<file path="src/rtl/shift_pkg.sv">
// rtl/shift_pkg.sv - shared widths, limits and state encoding for the accumulate stage
package shift_pkg;

  localparam int IN_W  = 9;
  localparam int ACC_W = 12;
  localparam int LEN_W = 4;

  localparam logic [ACC_W-1:0] ACC_MAX = {ACC_W{1'b1}};

  typedef enum logic [1:0] {
    IDLE,
    ACCUM,
    HOLD
  } acc_state_t;

endpackage

</file>
<file path="src/rtl/sum_accumulator_sat_add.sv">
// rtl/sum_accumulator_sat_add.sv - combinational saturating add of an incoming sum onto an accumulator
module sat_add
  import shift_pkg::*;
(
  input  logic [ACC_W-1:0] acc_i,
  input  logic [IN_W-1:0]  add_i,
  output logic [ACC_W-1:0] sum_o,
  output logic             sat_o
);

  logic [ACC_W:0] full_sum;

  // One extra bit catches any carry out of the accumulator width
  assign full_sum = {1'b0, acc_i} + {{(ACC_W + 1 - IN_W){1'b0}}, add_i};
  assign sat_o    = full_sum[ACC_W];
  assign sum_o    = sat_o ? ACC_MAX : full_sum[ACC_W-1:0];

endmodule

</file>
<file path="src/rtl/sum_accumulator.sv">
// rtl/sum_accumulator.sv - frames consecutive valid sums into saturating totals behind a valid/ready port
module sum_accumulator
  import shift_pkg::*;
(
  input  logic             clock,
  input  logic             reset,
  input  logic [IN_W-1:0]  sum_in,
  input  logic             sum_valid,
  output logic             sum_ready,
  input  logic [LEN_W-1:0] frame_len,
  output logic [ACC_W-1:0] acc_out,
  output logic             acc_valid,
  input  logic             out_ready,
  output logic             overflow,
  output logic             drop
);

  localparam logic [LEN_W:0] LEN_FULL = (LEN_W + 1)'(2 ** LEN_W);
  localparam logic [LEN_W:0] LEN_ONE  = (LEN_W + 1)'(1);

  acc_state_t       state_q, state_d;
  logic [ACC_W-1:0] acc_q, acc_d;
  logic [LEN_W:0]   cnt_q, cnt_d;
  logic [LEN_W:0]   len_q, len_d;
  logic             ovf_q, ovf_d;

  logic             accept;
  logic             start_frame;
  logic [LEN_W:0]   len_new;
  logic [ACC_W-1:0] sat_sum;
  logic             sat_flag;

  sat_add u_sat_add (
    .acc_i (acc_q),
    .add_i (sum_in),
    .sum_o (sat_sum),
    .sat_o (sat_flag)
  );

  // Backpressure exists only while a finished frame waits on the sink
  assign sum_ready = (state_q == HOLD) ? out_ready : 1'b1;
  assign accept    = sum_valid & sum_ready;
  assign drop      = sum_valid & ~sum_ready;
  assign acc_valid = (state_q == HOLD);
  assign acc_out   = acc_q;
  assign overflow  = ovf_q;
  assign len_new   = (frame_len == '0) ? LEN_FULL : {1'b0, frame_len};

  always_comb begin
    state_d     = state_q;
    acc_d       = acc_q;
    cnt_d       = cnt_q;
    len_d       = len_q;
    ovf_d       = ovf_q;
    start_frame = 1'b0;

    case (state_q)
      IDLE: start_frame = accept;
      ACCUM: begin
        if (accept) begin
          acc_d = sat_sum;
          ovf_d = ovf_q | sat_flag;
          cnt_d = cnt_q + 1'b1;
          if (cnt_d == len_q) state_d = HOLD;
        end
      end
      HOLD: begin
        if (out_ready) begin
          state_d     = IDLE;
          start_frame = accept;
        end
      end
      default: state_d = IDLE;
    endcase

    // A frame launched from HOLD overrides the return to IDLE, so there is no bubble
    if (start_frame) begin
      acc_d   = {{(ACC_W - IN_W){1'b0}}, sum_in};
      cnt_d   = LEN_ONE;
      len_d   = len_new;
      ovf_d   = 1'b0;
      state_d = (len_new == LEN_ONE) ? HOLD : ACCUM;
    end
  end

  always_ff @(posedge clock or posedge reset) begin
    if (reset) begin
      state_q <= IDLE;
      acc_q   <= '0;
      cnt_q   <= '0;
      len_q   <= '0;
      ovf_q   <= 1'b0;
    end else begin
      state_q <= state_d;
      acc_q   <= acc_d;
      cnt_q   <= cnt_d;
      len_q   <= len_d;
      ovf_q   <= ovf_d;
    end
  end

endmodule

</file>
<file path="config.mk">
export PLATFORM = sky130hd
export DESIGN_NAME = sum_accumulator
export DESIGN_NICKNAME = d
export VERILOG_FILES = /design/src/rtl/shift_pkg.sv /design/src/rtl/sum_accumulator_sat_add.sv /design/src/rtl/sum_accumulator.sv
export SDC_FILE = /design/constraint.sdc
export NUM_CORES = 1
export LEC_CHECK = 0
export BUFFER_PORTS_ARGS = -buffer_cell sky130_fd_sc_hd__buf_2
export CAP_MARGIN = 20
export CORE_MARGIN = 2
export CORE_UTILIZATION = 49
export DETAILED_ROUTE_END_ITERATION = 10
export GPL_ROUTABILITY_DRIVEN = 1
export PLACE_DENSITY = 0.74
export SYNTH_ARGS = -nofsm -noshare
export SYNTH_HDL_FRONTEND = slang
export SYNTH_SLANG_ARGS = --single-unit
</file>
<file path="constraint.sdc">
create_clock -name clock -period 2.5 [get_ports clock]
set_clock_uncertainty 0.2 [all_clocks]
set_input_delay 0.625 -clock clock [delete_from_list [all_inputs] [get_ports clock]]
set_output_delay 0.625 -clock clock [all_outputs]
set_load 0.03 [all_outputs]
</file>
-- Word level (Yosys, flattened, before mapping)
Cells that the tools add are included.
- register bits: 25
- input bits: 17
- output and inout port bits: 16
- logic and storage cells: 45
- $add $sub $neg: 2
- equal/unequal tests: 8
- muxes and demuxes: 20
- bitwise operators: 4
- reduce and logical (&&, ||, !) cells: 6
- operators by type and width (kind ; number):
    $mux W12 ; 4
    $mux W5 ; 4
    $add A12 B9 Y13 ; 1
    $mux W2 ; 5
    $ne A3 B3 Y1 const B ; 2
    $pmux W2 S3 ; 1
    $add A5 B1 Y5 const B ; 1
    $eq A5 B1 Y1 const B ; 1
    $eq A5 B5 Y1 ; 1
    $mux W1 ; 5
    $logic_not A4 Y1 ; 1
    $reduce_and A4 Y1 ; 1
    $reduce_bool A2 Y1 ; 2
    $ne A3 B1 Y1 const B ; 1
    $and A1 B1 Y1 ; 2
    $eq A2 B1 Y1 const B ; 1
    $eq A2 B2 Y1 const B ; 1
    $logic_not A2 Y1 ; 1
    $ne A2 B2 Y1 const B ; 1
    $pmux W1 S2 ; 1
    $reduce_and A2 Y1 ; 1
    $not A1 Y1 ; 1
    $or A1 B1 Y1 ; 1

-- Depth between registers and ports, before layout
Gate-level depths: netlist (run 1).
- depth after elaboration: 7
- depth in mapped cells: 8
- gate-level depth less buffers: 8

-- By module
From an unflattened synthesis (run 1), not the netlist that was laid out.
- cell total of the unflattened synthesis: 189
- area, all modules: 1778.0 µm²
- by module, submodules not included (module ; times used ; cells an instance ; area an instance (µm²) ; seq. area each (µm²)):
    sum_accumulator ; 1 ; 113 ; 1234.9 ; 625.6
    sat_add ; 1 ; 76 ; 543.0 ; 0.0

-- Worst setup path before layout (run 1)
Ideal clock, no wire load.
- path type: input to register
- start: input sum_in[0]
- end: register acc_q[11] (netlist: acc_out[11])
- setup time: 0.126 ns
- data arrival time: 2.380 ns
- data required time: 2.174 ns
- slack: -0.206 ns
- stages on the path: 7
- path buffers: 1
- cell sequence: ha_1 fa_1 a211oi_2 o31ai_2 o31a_1 buf_6 o311a_1
- word-level cells in the longest chain between the ends: 5
- RTL lines (item ; RTL line ; source):
    start: declaration ; sum_accumulator.sv:7 ; input logic [IN_W-1:0] sum_in,
    $add A12 B9 Y13 ; sum_accumulator_sat_add.sv:14 ; assign full_sum = {1'b0, acc_i} + {{(ACC_W + 1 - IN_W){1'b0}}, add_i};
    $mux W12 ; sum_accumulator_sat_add.sv:16 ; assign sum_o = sat_o ? ACC_MAX : full_sum[ACC_W-1:0];
    $mux W12 ; sum_accumulator.sv:60 ; if (accept) begin
    $mux W12 ; sum_accumulator.sv:57 ; case (state_q)
    $mux W12 ; sum_accumulator.sv:77 ; if (start_frame) begin
    end signal: assignment ; sum_accumulator.sv:89 ; acc_q <= '0;
    end signal: assignment ; sum_accumulator.sv:95 ; acc_q <= acc_d;
    end: declaration ; sum_accumulator.sv:22 ; logic [ACC_W-1:0] acc_q, acc_d;
No other way between the ends. The select of a mux whose other input is x is not followed.
A chain may end at the register's enable or synchronous reset.

-- Worst setup path in the final report (run 1)
- start: register acc_q[0] (netlist: acc_out[0])
- end: register acc_q[1] (netlist: acc_out[1])
- word-level cells in the longest chain between the ends: 5
- RTL lines (item ; RTL line):
    $add A12 B9 Y13 ; sum_accumulator_sat_add.sv:14
    $mux W12 ; sum_accumulator_sat_add.sv:16
    $mux W12 ; sum_accumulator.sv:60
    $mux W12 ; sum_accumulator.sv:57
    $mux W12 ; sum_accumulator.sv:77
No other way between the ends. The select of a mux whose other input is x is not followed.

==> results of run 1 <==
[worst paths after layout]
kind | startpoint | to | slack (ns) | depth (start not counted)
hold reg to reg | overflow$_DFFE_PP0P_ | overflow$_DFFE_PP0P_ | 0.32 | 2
min in group clock | frame_len[2] | len_q[2]$_DFFE_PP0P_ | 0.29 | 3
setup / recovery | acc_out[0]$_DFFE_PP0P_ | acc_out[1]$_DFFE_PP0P_ | 0.04 | 8
hold / removal | reset | acc_out[0]$_DFFE_PP0P_ | 0.1 | 3
setup reg to reg | acc_out[0]$_DFFE_PP0P_ | acc_out[1]$_DFFE_PP0P_ | 0.04 | 8
max in group asynchronous | reset | acc_out[6]$_DFFE_PP0P_ | 1.74 | 3
[state kept, by name, indices dropped and copies added (netlist names)]
register	cells
cnt_q	5
len_q	5
overflow	1
acc_out	12
state_q	2
[cells by family after synthesis]
group	count (synthesis)
fa+ha+maj	11
simple gates	73
buf+inv	9
compound gates	54
flops	25
xor+xnor	15
[repair_timing]
item	CTS	global route
gates resized for setup	0	14
endpoints found under the setup margin	0	9
buffers inserted	0	1
[critical path, delay by kind of cell (launching register included)]
family | cells | cell delay, ns
buf+inv | 1 | 0.16
fa+ha+maj | 2 | 0.52
compound gates | 4 | 0.85
simple gates | 1 | 0.17
flops | 1 | 0.44
[synth_stat cells, types with 2 or more instances]
cell type and count:
sky130_fd_sc_hd__nand2_1 37, sky130_fd_sc_hd__dfrtp_1 25, sky130_fd_sc_hd__o21ai_0 16, sky130_fd_sc_hd__a21oi_1 11, sky130_fd_sc_hd__nor3_1 11, sky130_fd_sc_hd__ha_1 10, sky130_fd_sc_hd__nor2_1 10, sky130_fd_sc_hd__xnor2_1 9
sky130_fd_sc_hd__o22ai_1 6, sky130_fd_sc_hd__xor2_1 6, sky130_fd_sc_hd__nand2b_1 5, sky130_fd_sc_hd__nand3_1 5, sky130_fd_sc_hd__inv_1 4, sky130_fd_sc_hd__a31oi_1 3, sky130_fd_sc_hd__a211oi_1 2, sky130_fd_sc_hd__a21o_1 2
sky130_fd_sc_hd__buf_2 2, sky130_fd_sc_hd__clkbuf_1 2, sky130_fd_sc_hd__nor2b_1 2, sky130_fd_sc_hd__o211ai_1 2, sky130_fd_sc_hd__o31ai_1 2
[routing by layer]
layer,GRT usage [%],vias to the layer above,wire [µm]
met5,0,-,0
met4,4.559,0,37
met3,2.521,6,155
met2,37.39,39,1886
met1,27.06,729,1747
li1,-,756,-
[stage by stage]
| step | hold WS (ns) | utilization, % |
|---|---|---|
| after detailed placement | 0.2866 | 61.41 |
| after global placement | 0.2855 | 61.41 |
| final | 0.09566 | 64.52 |
| after floorplan | 0.2652 | - |
| after CTS | 0.1252 | 62.38 |
| after global routing | 0.1184 | 64.52 |
[power groups by stage]
stage,clock [mW],sequential (mW),combinational (mW)
after floorplan,0,0.949,0.902
after global placement,0,0.757,1.44
after detailed placement,0,0.776,1.47
after CTS,0.201,0.766,1.48
after global routing,0.219,0.789,1.74
final,0.203,0.764,1.59
[layout make-up]
class | instances | area (µm²) | share of cell area, %
repair buffers | 45 | 265.3 | 13.25
clock inverters | 1 | 7.507 | 0.3750
well taps | 44 | 55.05 | 2.750
clock buffers | 3 | 22.52 | 1.125
multi-input cells | 153 | 1011 | 50.50
flip-flops and latches | 25 | 625.6 | 31.25
inverters | 4 | 15.01 | 0.7500
==> impl_metrics.prom, run 1 <==
# TYPE chip_impl_metric gauge
chip_impl_info{name="outcome",value="complete, no violations"} 1
chip_impl_metric{name="final-instance-count-excl-fill",unit=""} 275
chip_impl_metric{name="postSynth.asyncResetShare",unit="%"} 100.0
chip_impl_metric{name="grt_start_max_net_pins",unit=""} 26
chip_impl_metric{name="avgSynthCellArea",unit="µm²"} 8.631
chip_impl_metric{name="drt_drc_violations_left",unit=""} 0
chip_impl_metric{name="cts_inserted_buffers",unit=""} 3
chip_impl_metric{name="grt_use_total",unit="%"} 20.86
chip_impl_metric{name="design_power_total",unit="mW"} 2.554
chip_impl_metric{name="drv_slew",unit=""} 0
chip_impl_metric{name="yosys_top_cell_area_share",unit="%"} 38.76
chip_impl_metric{name="dp_hpwl",unit="µm"} 2811
chip_impl_metric{name="dp_cells",unit=""} 270
chip_impl_metric{name="p_leak",unit="nW"} 0.9261
chip_impl_metric{name="routed_via_density",unit=""} 5.564
chip_impl_metric{name="intPower",unit="mW"} 1.331
chip_impl_metric{name="postSynthNetCount",unit=""} 215
chip_impl_metric{name="antenna_violations_before_repair",unit=""} 0
chip_impl_metric{name="core",unit="mm²"} 0.003103
chip_impl_metric{name="finalNetCount",unit=""} 260
chip_impl_metric{name="num_rows",unit=""} 20
chip_impl_metric{name="finalHoldViolCount",unit=""} 0
chip_impl_metric{name="global_route_wire_length_before_repair",unit="µm"} 5892
chip_impl_metric{name="detail_route.wirelength",unit="µm"} 3827
chip_impl_info{name="synth_top_family_by_area",value="compound AO/OA/AOI/OAI gates"} 1
chip_impl_info{name="worst_setup_path_end_kind",value="flop"} 1
chip_impl_info{name="crit_path_start_kind",value="flop"} 1
chip_impl_metric{name="share_of_post_route_cells_with_drive_strength_above_1",unit="%"} 26.41
chip_impl_metric{name="placement.cell_area",unit="mm²"} 0.001906
chip_impl_metric{name="post_synth_inst_count",unit=""} 187
chip_impl_info{name="hold_path_class",value="input port to async pin"} 1
chip_impl_info{name="path_cells",value="ha_4 -> fa_2 -> a211oi_2 -> o31ai_2 -> o31a_1 -> buf_6 -> nor3_1 -> o31ai_1"} 1
chip_impl_metric{name="power.density",unit="mW/mm²"} 1276
chip_impl_metric{name="h_tree_depth",unit=""} 1
chip_impl_metric{name="cap_viol_max_count",unit=""} 0
chip_impl_metric{name="vias",unit=""} 1530
chip_impl_metric{name="via_count_of_the_first_global_routing_pass",unit=""} 1363
chip_impl_metric{name="synth_simple_gate_area_share",unit="%"} 19.77
chip_impl_metric{name="synth.cell_area",unit="mm²"} 0.001614
chip_impl_metric{name="ys.warnings.count",unit=""} 0
chip_impl_metric{name="die_area",unit="mm²"} 0.003769
chip_impl_metric{name="power.share.combinational",unit="%"} 62.1
chip_impl_info{name="critical-path-slowest-cell",value="sky130_fd_sc_hd__dfrtp_1"} 1
chip_impl_info{name="tritoncts_clock_tree",value="built"} 1
chip_impl_metric{name="total_negative_setup_slacks",unit="ns"} 0
chip_impl_metric{name="synth_compound_gate_area_share",unit="%"} 21.63
chip_impl_metric{name="max-clock-path-buffers",unit=""} 2
chip_impl_metric{name="finalCriticalPeriod",unit="ns"} 2.459
chip_impl_metric{name="max-slew-margin-rel",unit="%"} 31.23
chip_impl_metric{name="synth_enable_flop_cells",unit=""} 0
chip_impl_metric{name="synth_mux_area_share",unit="%"} 0
chip_impl_metric{name="die_w",unit="µm"} 61.40
chip_impl_metric{name="detail_route.iter0.violations",unit=""} 77
chip_impl_metric{name="drt-pass1-iter-count",unit=""} 4
chip_impl_metric{name="crit_required",unit="ns"} 2.54
chip_impl_metric{name="worst_slew_pin_slew",unit="ns"} 1.028
chip_impl_metric{name="synth_cell_types",unit=""} 36
chip_impl_info{name="rsz0062_at_grt",value="yes"} 1
chip_impl_info{name="postSynth.topFlopCell",value="sky130_fd_sc_hd__dfrtp_1"} 1
chip_impl_metric{name="final_design_area_excluding_fillers",unit="mm²"} 0.002002
chip_impl_metric{name="netSwitchingPower",unit="mW"} 1.222
chip_impl_metric{name="globalplace.congestion",unit=""} 0.8799
chip_impl_metric{name="post-place-ws",unit="ns"} -0.2904
chip_impl_metric{name="worst-path-max-fanout",unit=""} 5
chip_impl_metric{name="min_period_over_period",unit="%"} 98.35
chip_impl_metric{name="antenna_cells",unit=""} 0
chip_impl_info{name="final_cell_mix",value="sky130_fd_sc_hd__nand2_1, sky130_fd_sc_hd__buf_2, sky130_fd_sc_hd__dfrtp_1"} 1
chip_impl_metric{name="holdBufCountCts",unit=""} 0
chip_impl_metric{name="max_clock_freq",unit="GHz"} 0.4067
chip_impl_metric{name="vdd.ir_drop.worst",unit="µV"} 675.1
chip_impl_metric{name="synth_seq_area_share",unit="%"} 38.76
chip_impl_metric{name="setup_violations",unit=""} 0
chip_impl_metric{name="floorplan_die_height",unit="µm"} 61.40
chip_impl_metric{name="clock_latency_of_the_later_clocked_register_in_the_worst_skew_pair",unit="ns"} 0.33
chip_impl_info{name="setup.worst_path.class",value="flop to flop"} 1
chip_impl_metric{name="area_delta_synth_final",unit="%"} 24.03
chip_impl_metric{name="drt.antenna.violating_nets",unit=""} 0
chip_impl_metric{name="buffer_ports.inserted",unit=""} 32
chip_impl_metric{name="cts.clk_slew.worst_paths",unit="ns"} 0.17
chip_impl_metric{name="seq_power_share",unit="%"} 29.9
chip_impl_metric{name="layout_setup_ws",unit="ns"} 0.04137
chip_impl_metric{name="num_io_pins",unit=""} 33
chip_impl_metric{name="nFillCells",unit=""} 276
chip_impl_metric{name="xor_xnor_cell_area_share_of_the_yosys_netlist",unit="%"} 8.140
chip_impl_metric{name="tritoncts_num_sinks",unit=""} 25
chip_impl_info{name="cts_root_buf",value="sky130_fd_sc_hd__clkbuf_4"} 1
chip_impl_metric{name="cp_slowest_stage_delay",unit="ns"} 0.44
chip_impl_metric{name="arrival_time_at_the_worst_endpoint",unit="ns"} 2.50
chip_impl_metric{name="pwr-share-clk",unit="%"} 7.9
chip_impl_info{name="synth_area_leader_cell",value="sky130_fd_sc_hd__dfrtp_1"} 1
chip_impl_info{name="cell_types_occupying_the_most_area_after_synthesis",value="sky130_fd_sc_hd__dfrtp_1, sky130_fd_sc_hd__nand2_1, sky130_fd_sc_hd__ha_1"} 1
chip_impl_metric{name="synthesized_area_fraction_occupied_by_adder_cells",unit="%"} 8.992
chip_impl_metric{name="synth.ff_latch_count",unit=""} 25
chip_impl_metric{name="routedWlPerCell",unit="µm"} 13.92
chip_impl_metric{name="switching_share",unit="%"} 47.86
chip_impl_metric{name="floorplan.initialDensity",unit="%"} 52.02
chip_impl_info{name="final_common_cell",value="sky130_fd_sc_hd__nand2_1"} 1
chip_impl_metric{name="grt-ovfl-total",unit=""} 0
Power figures use the tool's default switching activity.
==> run 2: changes to the inputs <==
--- a/config.mk
+++ b/config.mk
@@ -12,6 +12,7 @@
 export DETAILED_ROUTE_END_ITERATION = 10
 export GPL_ROUTABILITY_DRIVEN = 1
 export PLACE_DENSITY = 0.74
+export SETUP_SLACK_MARGIN = 0.3
 export SYNTH_ARGS = -nofsm -noshare
 export SYNTH_HDL_FRONTEND = slang
 export SYNTH_SLANG_ARGS = --single-unit
==> impl_metrics.prom, run 2 (synthesis results as in run 1) <==
# TYPE chip_impl_metric gauge
chip_impl_metric{name="design_power_total",unit="mW"} 2.684
chip_impl_metric{name="detail_route.iter0.violations",unit=""} 73
chip_impl_info{name="outcome",value="complete, no violations"} 1
chip_impl_metric{name="power.density",unit="mW/mm²"} 1298
chip_impl_metric{name="routedWlPerCell",unit="µm"} 14.58
chip_impl_metric{name="worst-path-max-fanout",unit=""} 4
chip_impl_metric{name="num_io_pins",unit=""} 33
chip_impl_info{name="cts_root_buf",value="sky130_fd_sc_hd__clkbuf_4"} 1
chip_impl_metric{name="grt_start_max_net_pins",unit=""} 26
chip_impl_metric{name="drt-pass1-iter-count",unit=""} 5
chip_impl_metric{name="die_w",unit="µm"} 61.40
chip_impl_metric{name="antenna_violations_before_repair",unit=""} 0
chip_impl_metric{name="share_of_post_route_cells_with_drive_strength_above_1",unit="%"} 30.90
chip_impl_metric{name="finalHoldViolCount",unit=""} 0
chip_impl_metric{name="power.share.combinational",unit="%"} 64.7
chip_impl_info{name="final_common_cell",value="sky130_fd_sc_hd__nand2_1"} 1
chip_impl_metric{name="fin_hold_ws",unit="ns"} 0.1198
chip_impl_info{name="crit_path_start_kind",value="flop"} 1
chip_impl_metric{name="globalplace.congestion",unit=""} 0.8815
chip_impl_metric{name="die_area",unit="mm²"} 0.003769
chip_impl_metric{name="drt.antenna.violating_nets",unit=""} 0
chip_impl_metric{name="number_of_flip_flops_in_the_largest_register",unit=""} 12
chip_impl_metric{name="max_clock_freq",unit="GHz"} 0.4191
chip_impl_info{name="path_cells",value="ha_4 -> fa_2 -> a211oi_2 -> o31ai_2 -> o31a_1 -> buf_6 -> o311a_1"} 1
chip_impl_metric{name="max-slew-margin-rel",unit="%"} 50.28
chip_impl_info{name="tritoncts_clock_tree",value="built"} 1
chip_impl_metric{name="floorplan.initialDensity",unit="%"} 52.02
chip_impl_metric{name="cts.clk_slew.worst_paths",unit="ns"} 0.15
chip_impl_metric{name="antenna_cells",unit=""} 0
chip_impl_metric{name="finalCriticalPeriod",unit="ns"} 2.386
chip_impl_metric{name="area_delta_synth_final",unit="%"} 28.14
chip_impl_metric{name="h_tree_depth",unit=""} 1
chip_impl_metric{name="grt-ovfl-total",unit=""} 0
chip_impl_info{name="worst_setup_path_end_kind",value="flop"} 1
chip_impl_metric{name="drv_slew",unit=""} 0
chip_impl_metric{name="arrival_time_at_the_worst_endpoint",unit="ns"} 2.41
chip_impl_metric{name="tritoncts_num_sinks",unit=""} 25
chip_impl_metric{name="core",unit="mm²"} 0.003103
chip_impl_info{name="setup.worst_path.class",value="flop to flop"} 1
chip_impl_metric{name="global_route_wire_length_before_repair",unit="µm"} 6230
chip_impl_metric{name="netSwitchingPower",unit="mW"} 1.262
chip_impl_metric{name="p_leak",unit="nW"} 0.9574
chip_impl_info{name="rsz0062_at_grt",value="yes"} 1
chip_impl_metric{name="rr_worst_depth",unit=""} 7
chip_impl_info{name="hold_path_class",value="input port to async pin"} 1
chip_impl_metric{name="buffer_ports.inserted",unit=""} 32
chip_impl_metric{name="clock_latency_of_the_later_clocked_register_in_the_worst_skew_pair",unit="ns"} 0.32
chip_impl_metric{name="worst_slew_pin_slew",unit="ns"} 0.7430
chip_impl_metric{name="floorplan_die_height",unit="µm"} 61.40
chip_impl_metric{name="seq_power_share",unit="%"} 28.3
chip_impl_metric{name="vias",unit=""} 1545
chip_impl_metric{name="finalNetCount",unit=""} 262
chip_impl_metric{name="setup_violations",unit=""} 0
chip_impl_metric{name="vdd.ir_drop.worst",unit="µV"} 671.1
chip_impl_metric{name="max-clock-path-buffers",unit=""} 2
chip_impl_metric{name="crit_required",unit="ns"} 2.52
chip_impl_metric{name="min_period_over_period",unit="%"} 95.43
chip_impl_metric{name="drt_drc_violations_left",unit=""} 0
chip_impl_metric{name="grt_use_total",unit="%"} 22.31
chip_impl_metric{name="num_rows",unit=""} 20
chip_impl_metric{name="dp_hpwl",unit="µm"} 2821
chip_impl_info{name="final_cell_mix",value="sky130_fd_sc_hd__nand2_1, sky130_fd_sc_hd__buf_2, sky130_fd_sc_hd__dfrtp_1"} 1
chip_impl_metric{name="via_count_of_the_first_global_routing_pass",unit=""} 1468
chip_impl_info{name="critical-path-slowest-cell",value="sky130_fd_sc_hd__dfrtp_1"} 1
chip_impl_metric{name="cp_slowest_stage_delay",unit="ns"} 0.44
chip_impl_metric{name="routed_via_density",unit=""} 5.578
chip_impl_metric{name="pwr-share-clk",unit="%"} 7.0
chip_impl_metric{name="switching_share",unit="%"} 47.03
chip_impl_metric{name="intPower",unit="mW"} 1.422
chip_impl_metric{name="detail_route.wirelength",unit="µm"} 4040
chip_impl_metric{name="placement.cell_area",unit="mm²"} 0.001898
chip_impl_metric{name="final_design_area_excluding_fillers",unit="mm²"} 0.002068
chip_impl_metric{name="cts_inserted_buffers",unit=""} 3
chip_impl_metric{name="cap_viol_max_count",unit=""} 0
-- run 2: power groups by stage --
stage               clock [mW]  combinational [mW]  sequential [mW]
floorplan                    0               0.910            0.949
global placement             0                1.44            0.757
detailed placement           0                1.47            0.771
CTS                      0.198                1.58            0.760
global route             0.208                1.90            0.788
finish                   0.189                1.74            0.759
-- run 2: through the flow --
stage                     cells  utilization (%)  TNS [ns]  setup slack (ns)
after global placement      269            61.17    -2.350           -0.2099
after CTS                   276            64.23         0           0.09478
after global routing        277            66.65         0           0.04508
after detailed placement    269            61.17    -2.895           -0.2986
after floorplan             187                -  -0.02235          -0.02235
final                       277            66.65         0            0.1142
-- run 2: final timing paths --
kind	from	to	slack, ns
setup / recovery	acc_out[0]$_DFFE_PP0P_	acc_out[11]$_DFFE_PP0P_	0.11
hold / removal	reset	acc_out[1]$_DFFE_PP0P_	0.12
setup reg to reg	acc_out[0]$_DFFE_PP0P_	acc_out[11]$_DFFE_PP0P_	0.11
hold reg to reg	overflow$_DFFE_PP0P_	overflow$_DFFE_PP0P_	0.32
max in group asynchronous	reset	cnt_q[2]$_DFFE_PP0P_	1.73
min in group clock	frame_len[2]	len_q[2]$_DFFE_PP0P_	0.29
-- run 2: cell type report --
cell class              count  area [µm²]
flip-flops and latches     25       625.6
inverters                   4       15.01
multi-input cells         153        1061
repair buffers             47       284.0
clock buffers               3       22.52
fillers                   276        1035
well taps                  44       55.05
clock inverters             1       5.005
-- run 2: routing by layer --
layer / part of all wire (%) / vias up / GRT usage (%) / wire length (µm)
met5: 0 / - / 0 / 0
met4: 1.8 / 0 / 9.726 / 72
met3: 3.4 / 9 / 2.311 / 136
met2: 52 / 45 / 40.12 / 2089
met1: 43 / 729 / 26.95 / 1742
li1: - / 762 / - / -
-- run 2: worst max-delay path, delay by kind of cell, from the launching register on --
family	cells	cell delay [ns]
flip-flops	1	0.44
AO/OA/AOI/OAI	4	0.97
adder cells (fa/ha/maj)	2	0.51
buffers and inverters	1	0.15
-- run 2: timing repair --
item                                    in CTS  in global routing
buffers inserted                             3                  0
endpoints found under the setup margin      13                 13
pin swaps                                    6                  7
gates resized for setup                     10                 13
hold buffers                                 0                  0
endpoints found under the hold margin        0                  0
